## src/rtl/core_sub_norm_pipe_pkg.sv

```systemverilog
// Shared ppu definitions: default datapath sizes and total-exponent saturation bounds.
package core_sub_norm_pipe_pkg;

   // Default fraction width; the mantissa datapath is 2*MANT_SIZE(+carry) wide.
   localparam int MANT_SIZE_DEF = 14;

   // Default signed total-exponent width.
   localparam int TE_SIZE_DEF = 9;

   // Most negative representable total exponent for a given width.
   function automatic int te_min_f(input int te_size);
      return -(32'sd1 <<< (te_size - 32'sd1));
   endfunction

   // Most positive representable total exponent for a given width.
   function automatic int te_max_f(input int te_size);
      return (32'sd1 <<< (te_size - 32'sd1)) - 32'sd1;
   endfunction

   // Saturation bounds for the default exponent width.
   localparam int TE_MIN = te_min_f(TE_SIZE_DEF);
   localparam int TE_MAX = te_max_f(TE_SIZE_DEF);

endpackage : core_sub_norm_pipe_pkg

```

## src/rtl/core_sub_norm_pipe_cls.sv

```systemverilog
// Leading-bit counter: counts how many bits, starting at the MSB, equal val.
// An input made entirely of val-bits returns NUM_BITS.
module cls #(
   parameter int   NUM_BITS = 8,
   parameter logic val      = 1'b0,
   parameter int   CNT_W    = $clog2(NUM_BITS + 1)
) (
   input  logic [NUM_BITS-1:0] bits_i,
   output logic [CNT_W-1:0]    count_o
);

   logic run_s;

   // Walk from the MSB down, counting matches until the first differing bit.
   always_comb begin
      count_o = '0;
      run_s   = 1'b1;
      for (int i = NUM_BITS - 1; i >= 0; i--) begin
         if (run_s && (bits_i[i] == val)) begin
            count_o = count_o + CNT_W'(1);
         end else begin
            run_s = 1'b0;
         end
      end
   end

endmodule : cls

```

## src/rtl/core_sub_norm_pipe.sv

```systemverilog
// Two-stage normaliser for a subtraction result: S1 captures the operands and
// the leading-zero count, S2 shifts the mantissa, adjusts and saturates the
// total exponent and raises the zero/underflow flags. Valid/ready on both sides.
module core_sub_norm_pipe
   import core_sub_norm_pipe_pkg::*;
#(
   parameter int MANT_SIZE = MANT_SIZE_DEF,
   parameter int TE_SIZE   = TE_SIZE_DEF
) (
   input  logic                     clk,
   input  logic                     rst,
   input  logic                     in_valid,
   output logic                     in_ready,
   input  logic [2*MANT_SIZE:0]     in_mant,
   input  logic [TE_SIZE-1:0]       in_te_diff,
   output logic                     out_valid,
   input  logic                     out_ready,
   output logic [2*MANT_SIZE+1:0]   out_mant,
   output logic [TE_SIZE-1:0]       out_te_diff,
   output logic                     out_zero,
   output logic                     out_underflow
);

   localparam int FW  = 2 * MANT_SIZE;          // fraction field below the carry bit
   localparam int IW  = FW + 1;                 // input mantissa incl. carry
   localparam int OW  = FW + 2;                 // output mantissa
   localparam int LZW = $clog2(FW + 1);         // leading-zero count width
   localparam int DW  = TE_SIZE + 1;            // exponent arithmetic width

   localparam logic signed [DW-1:0] TE_MIN_EXT = DW'(te_min_f(TE_SIZE));

   // Handshake
   logic              s1_adv_s;

   // Stage 1
   logic [LZW-1:0]     cls_cnt_s;
   logic [LZW-1:0]     lz_s;
   logic               s1_valid_q, s1_valid_d;
   logic [IW-1:0]      s1_mant_q,  s1_mant_d;
   logic [TE_SIZE-1:0] s1_te_q,    s1_te_d;
   logic [LZW-1:0]     s1_lz_q,    s1_lz_d;

   // Stage 2
   logic [OW-1:0]        shift_s;
   logic signed [DW-1:0] diff_s;
   logic                 s2_valid_q, s2_valid_d;
   logic [OW-1:0]        s2_mant_q,  s2_mant_d;
   logic [TE_SIZE-1:0]   s2_te_q,    s2_te_d;
   logic                 s2_zero_q,  s2_zero_d;
   logic                 s2_uf_q,    s2_uf_d;

   // S1 may advance whenever S2 is empty or draining; in_ready never looks at in_valid.
   assign s1_adv_s = !s2_valid_q || out_ready;
   assign in_ready = !s1_valid_q || s1_adv_s;

   cls #(
      .NUM_BITS (FW),
      .val      (1'b0),
      .CNT_W    (LZW)
   ) u_cls (
      .bits_i  (in_mant[FW-1:0]),
      .count_o (cls_cnt_s)
   );

   // An empty fraction field normalises with no shift at all.
   always_comb begin
      if (in_mant[FW-1:0] == {FW{1'b0}}) begin
         lz_s = '0;
      end else begin
         lz_s = cls_cnt_s;
      end
   end

   // S1 next state: load on an input transfer, bubble when ready without valid, else hold.
   always_comb begin
      s1_valid_d = s1_valid_q;
      s1_mant_d  = s1_mant_q;
      s1_te_d    = s1_te_q;
      s1_lz_d    = s1_lz_q;
      if (in_ready) begin
         s1_valid_d = in_valid;
         if (in_valid) begin
            s1_mant_d = in_mant;
            s1_te_d   = in_te_diff;
            s1_lz_d   = lz_s;
         end else begin
            s1_mant_d = s1_mant_q;
         end
      end else begin
         s1_valid_d = s1_valid_q;
      end
   end

   // S2 datapath: normalising shift and exponent adjustment at one extra bit.
   always_comb begin
      shift_s = {1'b0, s1_mant_q} << s1_lz_q;
      diff_s  = $signed({s1_te_q[TE_SIZE-1], s1_te_q})
              - $signed({{(DW - LZW){1'b0}}, s1_lz_q});
   end

   // S2 next state: capture results when advancing, otherwise hold them stable.
   always_comb begin
      s2_valid_d = s2_valid_q;
      s2_mant_d  = s2_mant_q;
      s2_te_d    = s2_te_q;
      s2_zero_d  = s2_zero_q;
      s2_uf_d    = s2_uf_q;
      if (s1_adv_s) begin
         s2_valid_d = s1_valid_q;
         if (s1_valid_q) begin
            if (s1_mant_q == {IW{1'b0}}) begin
               s2_mant_d = '0;
               s2_te_d   = s1_te_q;
               s2_zero_d = 1'b1;
               s2_uf_d   = 1'b0;
            end else begin
               s2_mant_d = shift_s;
               s2_zero_d = 1'b0;
               if (diff_s < TE_MIN_EXT) begin
                  s2_te_d = TE_MIN_EXT[TE_SIZE-1:0];
                  s2_uf_d = 1'b1;
               end else begin
                  s2_te_d = diff_s[TE_SIZE-1:0];
                  s2_uf_d = 1'b0;
               end
            end
         end else begin
            s2_mant_d = s2_mant_q;
         end
      end else begin
         s2_valid_d = s2_valid_q;
      end
   end

   // Pipeline registers; reset flushes both stages and clears the visible outputs.
   always_ff @(posedge clk or posedge rst) begin
      if (rst) begin
         s1_valid_q <= 1'b0;
         s1_mant_q  <= '0;
         s1_te_q    <= '0;
         s1_lz_q    <= '0;
         s2_valid_q <= 1'b0;
         s2_mant_q  <= '0;
         s2_te_q    <= '0;
         s2_zero_q  <= 1'b0;
         s2_uf_q    <= 1'b0;
      end else begin
         s1_valid_q <= s1_valid_d;
         s1_mant_q  <= s1_mant_d;
         s1_te_q    <= s1_te_d;
         s1_lz_q    <= s1_lz_d;
         s2_valid_q <= s2_valid_d;
         s2_mant_q  <= s2_mant_d;
         s2_te_q    <= s2_te_d;
         s2_zero_q  <= s2_zero_d;
         s2_uf_q    <= s2_uf_d;
      end
   end

   assign out_valid     = s2_valid_q;
   assign out_mant      = s2_mant_q;
   assign out_te_diff   = s2_te_q;
   assign out_zero      = s2_zero_q;
   assign out_underflow = s2_uf_q;

endmodule : core_sub_norm_pipe

```

## config.mk

```make
export PLATFORM = sky130hd
export DESIGN_NAME = core_sub_norm_pipe
export DESIGN_NICKNAME = d
export VERILOG_FILES = /design/src/rtl/core_sub_norm_pipe_pkg.sv /design/src/rtl/core_sub_norm_pipe_cls.sv /design/src/rtl/core_sub_norm_pipe.sv
export SDC_FILE = /design/constraint.sdc
export NUM_CORES = 1
export LEC_CHECK = 0
export BUFFER_PORTS_ARGS = -buffer_cell sky130_fd_sc_hd__buf_2
export CORE_ASPECT_RATIO = 0.7
export CORE_MARGIN = 4
export CORE_UTILIZATION = 40
export DETAILED_ROUTE_END_ITERATION = 10
export PLACE_DENSITY = 0.69
export SYNTH_ARGS = -nofsm -noshare
export SYNTH_HDL_FRONTEND = slang
export SYNTH_SLANG_ARGS = --single-unit
```

## constraint.sdc

```tcl
create_clock -name clk -period 5.3 [get_ports clk]
set_input_delay 0.53 -clock clk [delete_from_list [all_inputs] [get_ports clk]]
set_output_delay 0.53 -clock clk [all_outputs]
set_load 0.01 [all_outputs]
```

==> out/metrics.yaml, run 1 <==
status: "finished, violations left"
violations: "negative setup slack"
grt_usage_pct: 22.87
grt_overflow: 0
critPathCaptureType: "flip-flop"
worstPathMaxFanout: 4
die-area_mm2: 0.02194
synth_cells: 938
die-width_um: 175.3
cts_max_level: 3
drt_iter0_drc: 647
r2r_start: "s1_lz_q[1]$_DFFE_PP0P_"
hold_viol_final: 0
ys_types: 78
nNetsFinal: 1341
powerDensity_mw_per_mm2: 241.8
finalCritPeriodShare_pct: 220.7
cap_violations: 0
synth_xor_xnor_area_share_pct: 8.235
synth.avg_cell_area_um2: 8.358
yosys.area.top_type: "dfrtp_1"
hp-class: "input port to flip-flop"
synth_top_family_by_area: "simple AND/OR/NAND/NOR gates"
cp_num_buf_inv: 29
leakagePower_nw: 5.216
root_buffer: "clkbuf_16"
routed_wl_mm: 25.91
rsz0062_at_grt: "yes"
critPathLaunch: "in_mant[25]"
finalClockSkew_ns: 0.005151
yosys.area_share.adder_pct: 5.554
core_mm2: 0.01908
antenna_found_initial: 1
max_freq_mhz: 85.51
grt_max_degree: 87
dp_hpwl_mm: 17.88
start_util_pct: 41.10
final-setup-viol-count: 4
start_kind: "input port"
ant_nets: 0
slowest_stage: "xnor3_2"
ys_seq_area_share_pct: 27.45
dieHeight_um: 125.1
worstSetupPathType: "input port to flip-flop"
relSlewSlack_pct: 26.16
slew_violations: 0
worst_hold_slack_ns: 0.4025
clockBufferDepth: 2
ctsHoldBuffers: 0
clk_pin_slew_worst_paths_ns: 0.06
synth_mux_area_share_pct: 14.01
setup_slack_ns: -6.394
ir_drop_mv: 0.1697
drc: 0
critPathMostFrequentCell: "buf_4"
synth_common_cells: "nand2_1, nor2_1, dfrtp_1"
num_antenna_cells: 0
synth-edff-count: 0
yosys.area.top_type_share_pct: 27.45
clk_latency_ns: 0.34
row_count: 42
clock_sinks: 86
min_from: "in_valid"
syn_nets: 1011
grt_pass1_vias: 8132
worst_pin_slew_ns: 1.104
synth_compound_area_share_pct: 18.98
drive_gt1_share_pct: 41.04
cts_tree: "yes"
post_drt_via_cell_ratio: 5.461
synth_flop_cell: "dfrtp_1"
period_minus_slack_ns: 11.69
grt_pass1_wl_mm: 41.62
cpLargestDelayFamily: "buffers and inverters"
synth-async-reset-ratio_pct: 100.0
vias: 8388
dp_slack_ns: -6.695
critical-path-max-stage-delay_ns: 0.51
dr.pass1.iters: 5
ys_warn_count: 0
yosys_register_bits: 86
syn_area_mm2: 0.007840
numCtsBuffers: 9
cp_data_arrival_time_ns: 11.95
required_ns: 5.56
yosys-top-cells-area: "dfrtp_1, mux2_2, nand2_1"
yosysMostFrequentCell: "nand2_1"
io_buffers: 84
gp_congestion: 0.8974
area_delta_synth_final_pct: 44.37
ios: 85
wire_per_inst_um: 16.87
synth-simple-area-share_pct: 21.34
routing by layer:
layer	part of all wire, %	GRT usage, %	up-vias
li1	-	-	4041
met1	47	33.31	3991
met2	44	34.95	297
met3	6.4	4.104	57
met4	2.3	6.556	2
met5	0.050	0	-
path summary, 6_finish.rpt:
path / cells past startpoint / slack [ns] / end
worst min register to register: 2 / 0.47 / out_te_diff[5]$_DFFE_PP0P_
min in group asynchronous: 3 / 0.52 / s1_valid_q$_DFFE_PP0N_
max in group asynchronous: 3 / 4.09 / s1_lz_q[4]$_DFFE_PP0P_
worst max-delay path: 70 / -6.39 / s1_lz_q[4]$_DFFE_PP0P_
worst min-delay path: 2 / 0.40 / s1_valid_q$_DFFE_PP0N_
worst max register to register: 14 / 1.39 / out_te_diff[6]$_DFFE_PP0P_
where the power goes:
group / total (mW) / leakage [nW] / internal, mW / switching (mW)
clock network: 0.720 / 0.166 / 0.470 / 0.250
registers: 0.904 / 1.05 / 0.795 / 0.109
logic: 1.11 / 4.00 / 0.528 / 0.583
total: 2.74 / 5.22 / 1.79 / 0.943
final cells by class:
class	instances	area [um2]
flip-flops and latches	86	2152
fillers	1632	7757
clock inverters	4	95.09
multi-input cells	764	5742
clock buffers	11	242.7
inverters	37	142.6
well taps	264	330.3
repair buffers	370	2614
cells in the final DEF (no fill, tap or decap), drive strengths merged, types with 6 or more instances in the layout:
cell type and count:
a22o 8, or3 6, a21o 8, xnor3 6, nand3 19, a211oi 18, o22ai 6, nand2b 15
nor3b 7, clkbuf 11, dfrtp 86, xor2 13, xnor2 36, a21oi 56, buf 370, ha 30
o221ai 6, o21ai 72, mux2i 34, nor2b 18, o31ai 7, nor2 88, mux2 47, nand2 132
and3 7, nor3 24, inv 36, mux4 10, o211ai 8, nor4 12
sequential cells by signal (all words and copies together), names as in the netlist:
register	count
s1_lz_q	5
s1_valid_q	1
out_te_diff	9
out_valid	1
s1_te_q	9
out_underflow	1
s1_mant_q	29
out_mant	30
out_zero	1
through the flow:
stage	power, mW	cells	util (%)	cell area (um2)	TNS [ns]
finish	2.736	1536	59.33	11320	-23.12
global route	2.894	1536	59.33	11320	-25.47
CTS	2.698	1527	58.17	11100	-21.61
detailed placement	1.898	1407	51.52	9828	-24.11
global placement	1.873	1407	51.52	9828	-22.26
floorplan	1.526	938	-	7974	-21.39
logic make-up (layout without fill, tap and decap cells):
logic type / Yosys count / after routing
XOR/XNOR: 56 / 56
flip-flops: 86 / 86
buffers and inverters: 88 / 422
multiplexers: 91 / 91
adder cells (fa/ha/maj): 35 / 35
AND/OR/NAND/NOR: 350 / 350
AO/OA/AOI/OAI: 232 / 232
repair_timing:
item,in CTS,in global routing
pin swaps,31,22
cloned,0,0
gates resized for setup,34,28
setup endpoints to repair,4,4
setup buffers,106,15
No activity file was read; power rests on OpenSTA's default activity.
==> run 2, diff against run 1 <==
==> constraint.sdc (replaced) <==
create_clock -name clk -period 5.3 [get_ports clk]
set_input_delay 0 -clock clk [delete_from_list [all_inputs] [get_ports clk]]
set_output_delay 0 -clock clk [all_outputs]
set_load 0.01 [all_outputs]
==> run 2 against run 1 <==
  * The run still ends with negative setup slack left
  * Power about the same
  * Register-to-register slack better by 0.10 ns
  * Clock skew rose by 0.0014 ns
  * Utilization down 2.2 points
  * Final area shrank 3.6%
  * Worst setup slack better by 0.87 ns
  * Via count down 4.9%
==> out/metrics.yaml, run 2 (synthesis results as in run 1) <==
status: "finished, violations left"  # unchanged
slowest_stage: "or4_4"  # was xnor3_2
worst_pin_slew_ns: 1.044  # was 1.104 ns
critical-path-max-stage-delay_ns: 0.50  # was 0.51 ns
nNetsFinal: 1284  # was 1341
hp-class: "input port to flip-flop"  # unchanged
cap_violations: 0  # unchanged
ir_drop_mv: 0.2020  # was 0.1697 mV
r2r_setup_slack_ns: 1.49  # was 1.39 ns
required_ns: 5.57  # was 5.56 ns
cts_max_level: 3  # unchanged
wl_met1_mm: 11.44  # was 12.28 mm
worstPathMaxFanout: 3  # was 4
period_minus_slack_ns: 10.82  # was 11.69 ns
vias: 7981  # was 8388
fill_cells: 1725  # was 1632
min_from: "in_mant[9]"  # was in_valid
die-area_mm2: 0.02194  # unchanged
grt_overflow: 0  # unchanged
fin_total_pwr_mw: 2.737  # was 2.736 mW
start_util_pct: 41.10  # unchanged
finalCritPeriodShare_pct: 204.2  # was 220.7%
leakagePower_nw: 4.965  # was 5.216 nW
reg2reg_depth: 14  # unchanged
rsz0062_at_grt: "yes"  # unchanged
grt_usage_pct: 20.93  # was 22.87%
hold_end: "s1_mant_q[9]$_DFFE_PP0P_"  # was s1_valid_q$_DFFE_PP0N_
drive_gt1_share_pct: 36.68  # was 41.04%
antenna_found_initial: 0  # was 1
worstSetupPathType: "input port to flip-flop"  # unchanged
dr.pass1.iters: 5  # unchanged
die-width_um: 175.3  # unchanged
routed_wl_mm: 23.67  # was 25.91 mm
largest_reg_flops: 30  # unchanged
grt_pass1_wl_mm: 38.38  # was 41.62 mm
finalClockSkew_ns: 0.006595  # was 0.005151 ns
dieHeight_um: 125.1  # unchanged
slew_violations: 0  # unchanged
area_delta_synth_final_pct: 39.12  # was 44.37%
dp_cells: 1404  # was 1407
reg2reg_to: "out_te_diff[6]$_DFFE_PP0P_"  # unchanged
ant_nets: 0  # unchanged
root_buffer: "clkbuf_16"  # unchanged
dp_hpwl_mm: 17.89  # was 17.88 mm
grt_max_degree: 79  # was 87
hold_viol_final: 0  # unchanged
start_kind: "input port"  # unchanged
wl_met3_mm: 1.598  # was 1.667 mm
holdPathStages: 2  # unchanged
grt_pass1_vias: 7540  # was 8132
gp_congestion: 0.8915  # was 0.8974
r2r_start: "s1_lz_q[1]$_DFFE_PP0P_"  # unchanged
post_drt_via_cell_ratio: 5.393  # was 5.461
critPathCaptureType: "flip-flop"  # unchanged
fin_tns_setup_ns: -19.66  # was -23.12 ns
worst_hold_slack_ns: 0.01837  # was 0.4025 ns
final_cells: 1480  # was 1536
violations: "negative setup slack"  # unchanged
powerDensity_mw_per_mm2: 251.0  # was 241.8 mW/mm2
final-setup-viol-count: 4  # unchanged
max_freq_mhz: 92.41  # was 85.51 MHz
numCtsBuffers: 9  # unchanged
clk_pin_slew_worst_paths_ns: 0.06  # about the same
cts_tree: "yes"  # unchanged
highest_layer: "met4"  # was met5
setup_slack_ns: -5.522  # was -6.394 ns
clock_sinks: 86  # unchanged
core_mm2: 0.01908  # unchanged
dr_wl_met2_mm: 10.45  # was 11.35 mm
drt_iter0_drc: 548  # was 647
mostFrequentLayoutCell: "buf_4"  # unchanged
row_count: 42  # unchanged
drc: 0  # unchanged
clockBufferDepth: 2  # unchanged
cp_data_arrival_time_ns: 11.09  # was 11.95 ns
num_antenna_cells: 0  # unchanged
io_buffers: 84  # unchanged
layout_common_cells: "buf_4, nand2_1, dfrtp_1"  # unchanged
wire_per_inst_um: 16.00  # was 16.87 um
relSlewSlack_pct: 29.88  # was 26.16%
clk_latency_ns: 0.34  # about the same
ios: 85  # unchanged
==> run 2: changes by cell type in the layout (fill, tap and decap cells not counted), sizes merged <==
cell         before  now
dlygate4sd3       0   17
buf             370  296
clkbuf           11   10
bufinv            3    4
clkinv            2    3
==> run 2: where the power goes <==
group	switching (mW)	internal, mW	total (mW)
clock	0.257	0.508	0.766
sequential	0.110	0.795	0.905
combinational	0.562	0.505	1.07
==> run 2: per-layer routing <==
| layer | vias up | global-route usage, % |
|---|---|---|
| li1 | 3942 | - |
| met1 | 3774 | 31.71 |
| met2 | 249 | 31.44 |
| met3 | 16 | 4.617 |
| met4 | 0 | 2.862 |
| met5 | - | 0 |
==> run 2: worst max-delay path by stage <==
stage | slack [ns] | cells after the start | end | start
after detailed placement | -6.07 | 71 | s1_lz_q[4]$_DFFE_PP0P_ | in_mant[26]
final | -5.52 | 70 | s1_lz_q[4]$_DFFE_PP0P_ | in_mant[26]
after floorplan | -5.49 | 70 | s1_lz_q[4]$_DFFE_PP0P_ | in_mant[25]
after global routing | -6.20 | 70 | s1_lz_q[4]$_DFFE_PP0P_ | in_mant[26]
after CTS | -5.35 | 71 | s1_lz_q[4]$_DFFE_PP0P_ | in_mant[26]
after global placement | -5.63 | 71 | s1_lz_q[4]$_DFFE_PP0P_ | in_mant[26]
==> run 2: critical path: cells and delay by family <==
kind | cells | cell delay (ns)
compound gates | 25 | 3.49
xor+xnor | 2 | 0.40
fa+ha+maj | 13 | 3.36
buf+inv | 6 | 0.57
mux | 11 | 1.69
simple gates | 13 | 1.59
==> run 2: area by class of cell <==
type	instances	area, um2	area share, %
repair buffers	313	2228	20.43
inverters	37	142.6	1.308
clock buffers	10	229.0	2.099
flip-flops and latches	86	2152	19.73
clock inverters	6	133.9	1.227
well taps	264	330.3	3.029
multi-input cells	764	5690	52.17
==> run 2: stage by stage <==
step                      worst slack [ns]  utilization [%]  instance area [um2]
after global placement              -5.625            51.40                 9806
after global routing                -6.200            57.18                10910
after floorplan                     -5.491                -                 7974
after detailed placement            -6.075            51.40                 9806
after CTS                           -5.347            56.22                10730
final                               -5.522            57.18                10910
==> run 2: timing repair <==
item | CTS | global route
resized for setup | 27 | 30
hold buffers | 17 | 0
endpoints found under the hold margin | 23 | 0
pin swaps | 22 | 17
buffers inserted | 37 | 11
setup endpoints to repair | 4 | 4
==> run 3, diff against run 2 <==
--- a/config.mk
+++ b/config.mk
@@ -8,9 +8,10 @@
 export BUFFER_PORTS_ARGS = -buffer_cell sky130_fd_sc_hd__buf_2
 export CORE_ASPECT_RATIO = 0.7
 export CORE_MARGIN = 4
-export CORE_UTILIZATION = 40
+export CORE_UTILIZATION = 50
 export DETAILED_ROUTE_END_ITERATION = 10
-export PLACE_DENSITY = 0.69
+export PLACE_DENSITY = 0.81
+export SKIP_LAST_GASP = 1
 export SYNTH_ARGS = -nofsm -noshare
 export SYNTH_HDL_FRONTEND = slang
 export SYNTH_SLANG_ARGS = --single-unit
==> run 3 against run 2 <==
  * The run ends with negative hold slack, negative setup slack left
  * Final area is 4.2% lower
  * Critical endpoint unchanged
  * Clock skew grew 0.0015 ns
  * Sequential share of layout area grew 0.86 points
  * Utilization rose by 12 points
==> out/metrics.yaml, run 3 (synthesis results as in run 1) <==
row_count: 37  # was 42
violations: "negative hold slack, negative setup slack"  # was negative setup slack
grt_max_degree: 87  # was 79
dr.pass1.iters: 8  # was 5
dp_hpwl_mm: 17.66  # was 17.89 mm
reg2reg_depth: 11  # was 14
antenna_found_initial: 0  # unchanged
root_buffer: "clkbuf_16"  # unchanged
mostFrequentLayoutCell: "buf_4"  # unchanged
wire_per_inst_um: 17.24  # was 16.00 um
grt_usage_pct: 25.86  # was 20.93%
vias: 8192  # was 7981
cpLargestDelayFamily: "compound AO/OA/AOI/OAI gates"  # unchanged
routed_wl_mm: 23.77  # was 23.67 mm
fin_total_pwr_mw: 2.553  # was 2.737 mW
worstPathMaxFanout: 3  # unchanged
die-area_mm2: 0.01778  # was 0.02194 mm2
critPathCaptureType: "flip-flop"  # unchanged
dieHeight_um: 112.8  # was 125.1 um
worst_hold_slack_ns: -0.03031  # was 0.01837 ns
cp_num_buf_inv: 6  # unchanged
finalClockSkew_ns: 0.008067  # was 0.006595 ns
layout_common_cells: "buf_4, nand2_1, dfrtp_1"  # unchanged
drive_gt1_share_pct: 34.54  # was 36.68%
period_minus_slack_ns: 11.04  # was 10.82 ns
leakagePower_nw: 4.724  # was 4.965 nW
grt_pass1_vias: 7718  # was 7540
rsz0062_at_grt: "yes"  # unchanged
stdcell_area_mm2: 0.01045  # was 0.01091 mm2
drt_iter0_drc: 799  # was 548
clock_sinks: 86  # unchanged
grt_pass1_wl_mm: 38.01  # was 38.38 mm
cap_violations: 0  # unchanged
post_drt_via_cell_ratio: 5.941  # was 5.393
multi_input_comb_area_mm2: 0.005647  # was 0.005690 mm2
dpl_cell_area_mm2: 0.009647  # was 0.009806 mm2
gp_congestion: 0.9389  # was 0.8915
area_delta_synth_final_pct: 33.31  # was 39.12%
start_kind: "input port"  # unchanged
setup_slack_ns: -5.737  # was -5.522 ns
die-width_um: 157.7  # was 175.3 um
highest_layer: "met4"  # unchanged
worstSetupPathType: "input port to flip-flop"  # unchanged
largest_reg_flops: 30  # unchanged
register_area_mm2: 0.002152  # unchanged
grt_overflow: 0  # unchanged
drc: 0  # unchanged
wl_met3_mm: 1.970  # was 1.598 mm
status: "finished, violations left"  # unchanged
critPathMostFrequentCell: "ha_1"
slew_violations: 0  # unchanged
ios: 85  # unchanged
worst_pin_slew_ns: 1.095  # was 1.044 ns
hp-class: "input port to async pin"  # was input port to flip-flop
hold_viol_final: 23  # was 0
cts_tree: "yes"  # unchanged
finalCritPeriodShare_pct: 208.2  # was 204.2%
core_mm2: 0.01505  # was 0.01908 mm2
reg2reg_to: "out_te_diff[6]$_DFFE_PP0P_"  # unchanged
cp_data_arrival_time_ns: 11.31  # was 11.09 ns
critical-path-max-stage-delay_ns: 0.32  # was 0.50 ns
ant_nets: 0  # unchanged
clk_pin_slew_worst_paths_ns: 0.07  # was 0.06 ns
dr_wl_met2_mm: 10.85  # was 10.45 mm
wl_met1_mm: 10.54  # was 11.44 mm
cts_max_level: 3  # unchanged
clockBufferDepth: 2  # unchanged
numCtsBuffers: 9  # unchanged
slowest_stage: "ha_1"  # was or4_4
nNetsFinal: 1252  # was 1284
num_antenna_cells: 0  # unchanged
max_freq_mhz: 90.60  # was 92.41 MHz
required_ns: 5.57  # about the same
r2r_setup_slack_ns: 1.10  # was 1.49 ns
io_buffers: 84  # unchanged
relSlewSlack_pct: 26.43  # was 29.88%
start_util_pct: 52.11  # was 41.10%
r2r_start: "s1_lz_q[3]$_DFFE_PP0P_"  # was s1_lz_q[1]$_DFFE_PP0P_
fill_cells: 1111  # was 1725
final_core_util_pct: 69.46  # was 57.18%
clk_latency_ns: 0.35  # was 0.34 ns
ir_drop_mv: 0.1743  # was 0.2020 mV
powerDensity_mw_per_mm2: 244.3  # was 251.0 mW/mm2
final-setup-viol-count: 4  # unchanged
## run 3: changes by cell type in the layout (fill, tap and decap cells not counted), sizes merged
cell         change
buf             -30
clkinvlp         +5
bufinv           -4
clkinv           -2
dlygate4sd3      -2
inv              +1
## run 3: area by class of cell
cell class                      count  share of cell area, %
Clock inverter                      6                 0.4430
Sequential cell                    86                  20.59
Clock buffer                       10                  2.287
Timing Repair Buffer              281                  18.93
Tap cell                          195                  2.334
Multi-Input combinational cell    764                  54.03
Inverter                           37                  1.389
## run 3: metal layers
metal / GRT usage [%] / up-vias
met2: 40.79 / 356
met4: 4.470 / 0
met3: 5.390 / 57
met1: 37.34 / 3895
li1: - / 3884
met5: 0 / -
## run 3: repair_timing
action / 4_1_cts / 5_1_grt
hold buffers: 15 / 0
gates resized for setup: 32 / 16
setup buffers: 17 / 6
endpoints found under the hold margin: 15 / 0
pin swaps: 26 / 12
endpoints found under the setup margin: 4 / 4
## run 3: how the worst max path moves through the flow
stage	depth (start not counted)	startpoint	end	slack (ns)
after global routing	70	in_mant[26]	s1_lz_q[4]$_DFFE_PP0P_	-6.52
after global placement	71	in_mant[26]	s1_lz_q[4]$_DFFE_PP0P_	-5.59
after detailed placement	71	in_mant[26]	s1_lz_q[4]$_DFFE_PP0P_	-6.16
after CTS	70	in_mant[25]	s1_lz_q[4]$_DFFE_PP0P_	-5.49
after floorplan	70	in_mant[25]	s1_lz_q[4]$_DFFE_PP0P_	-5.49
final	70	in_mant[26]	s1_lz_q[4]$_DFFE_PP0P_	-5.74
## run 3: stage by stage
| step | setup TNS (ns) | worst slack, ns | instances |
|---|---|---|---|
| 4_1_cts | -20.15 | -5.494 | 1374 |
| 3_3_place_gp | -19.96 | -5.585 | 1327 |
| 6_report | -21.05 | -5.737 | 1379 |
| 5_1_grt | -23.97 | -6.520 | 1379 |
| 3_5_place_dp | -22.06 | -6.160 | 1327 |
| 2_1_floorplan | -19.27 | -5.491 | 938 |
## run 3: where the power goes
part           switching [mW]  internal [mW]  total (mW)
clock network           0.266          0.332       0.598
registers               0.111          0.795       0.906
logic                   0.569          0.481        1.05
## run 3: worst register-to-register path, cell delays in order, from the launching register on
cell and delay [ns]:
dfrtp_1 0.93, inv_1 0.53, ha_1 0.50, a21o_1 0.19, nand2_1 0.11, nor3_1 0.14, a21oi_1 0.06, nor3_1 0.87
a21oi_1 0.12, o21ai_0 0.21, o21ai_0 0.12, mux2_2 0.31
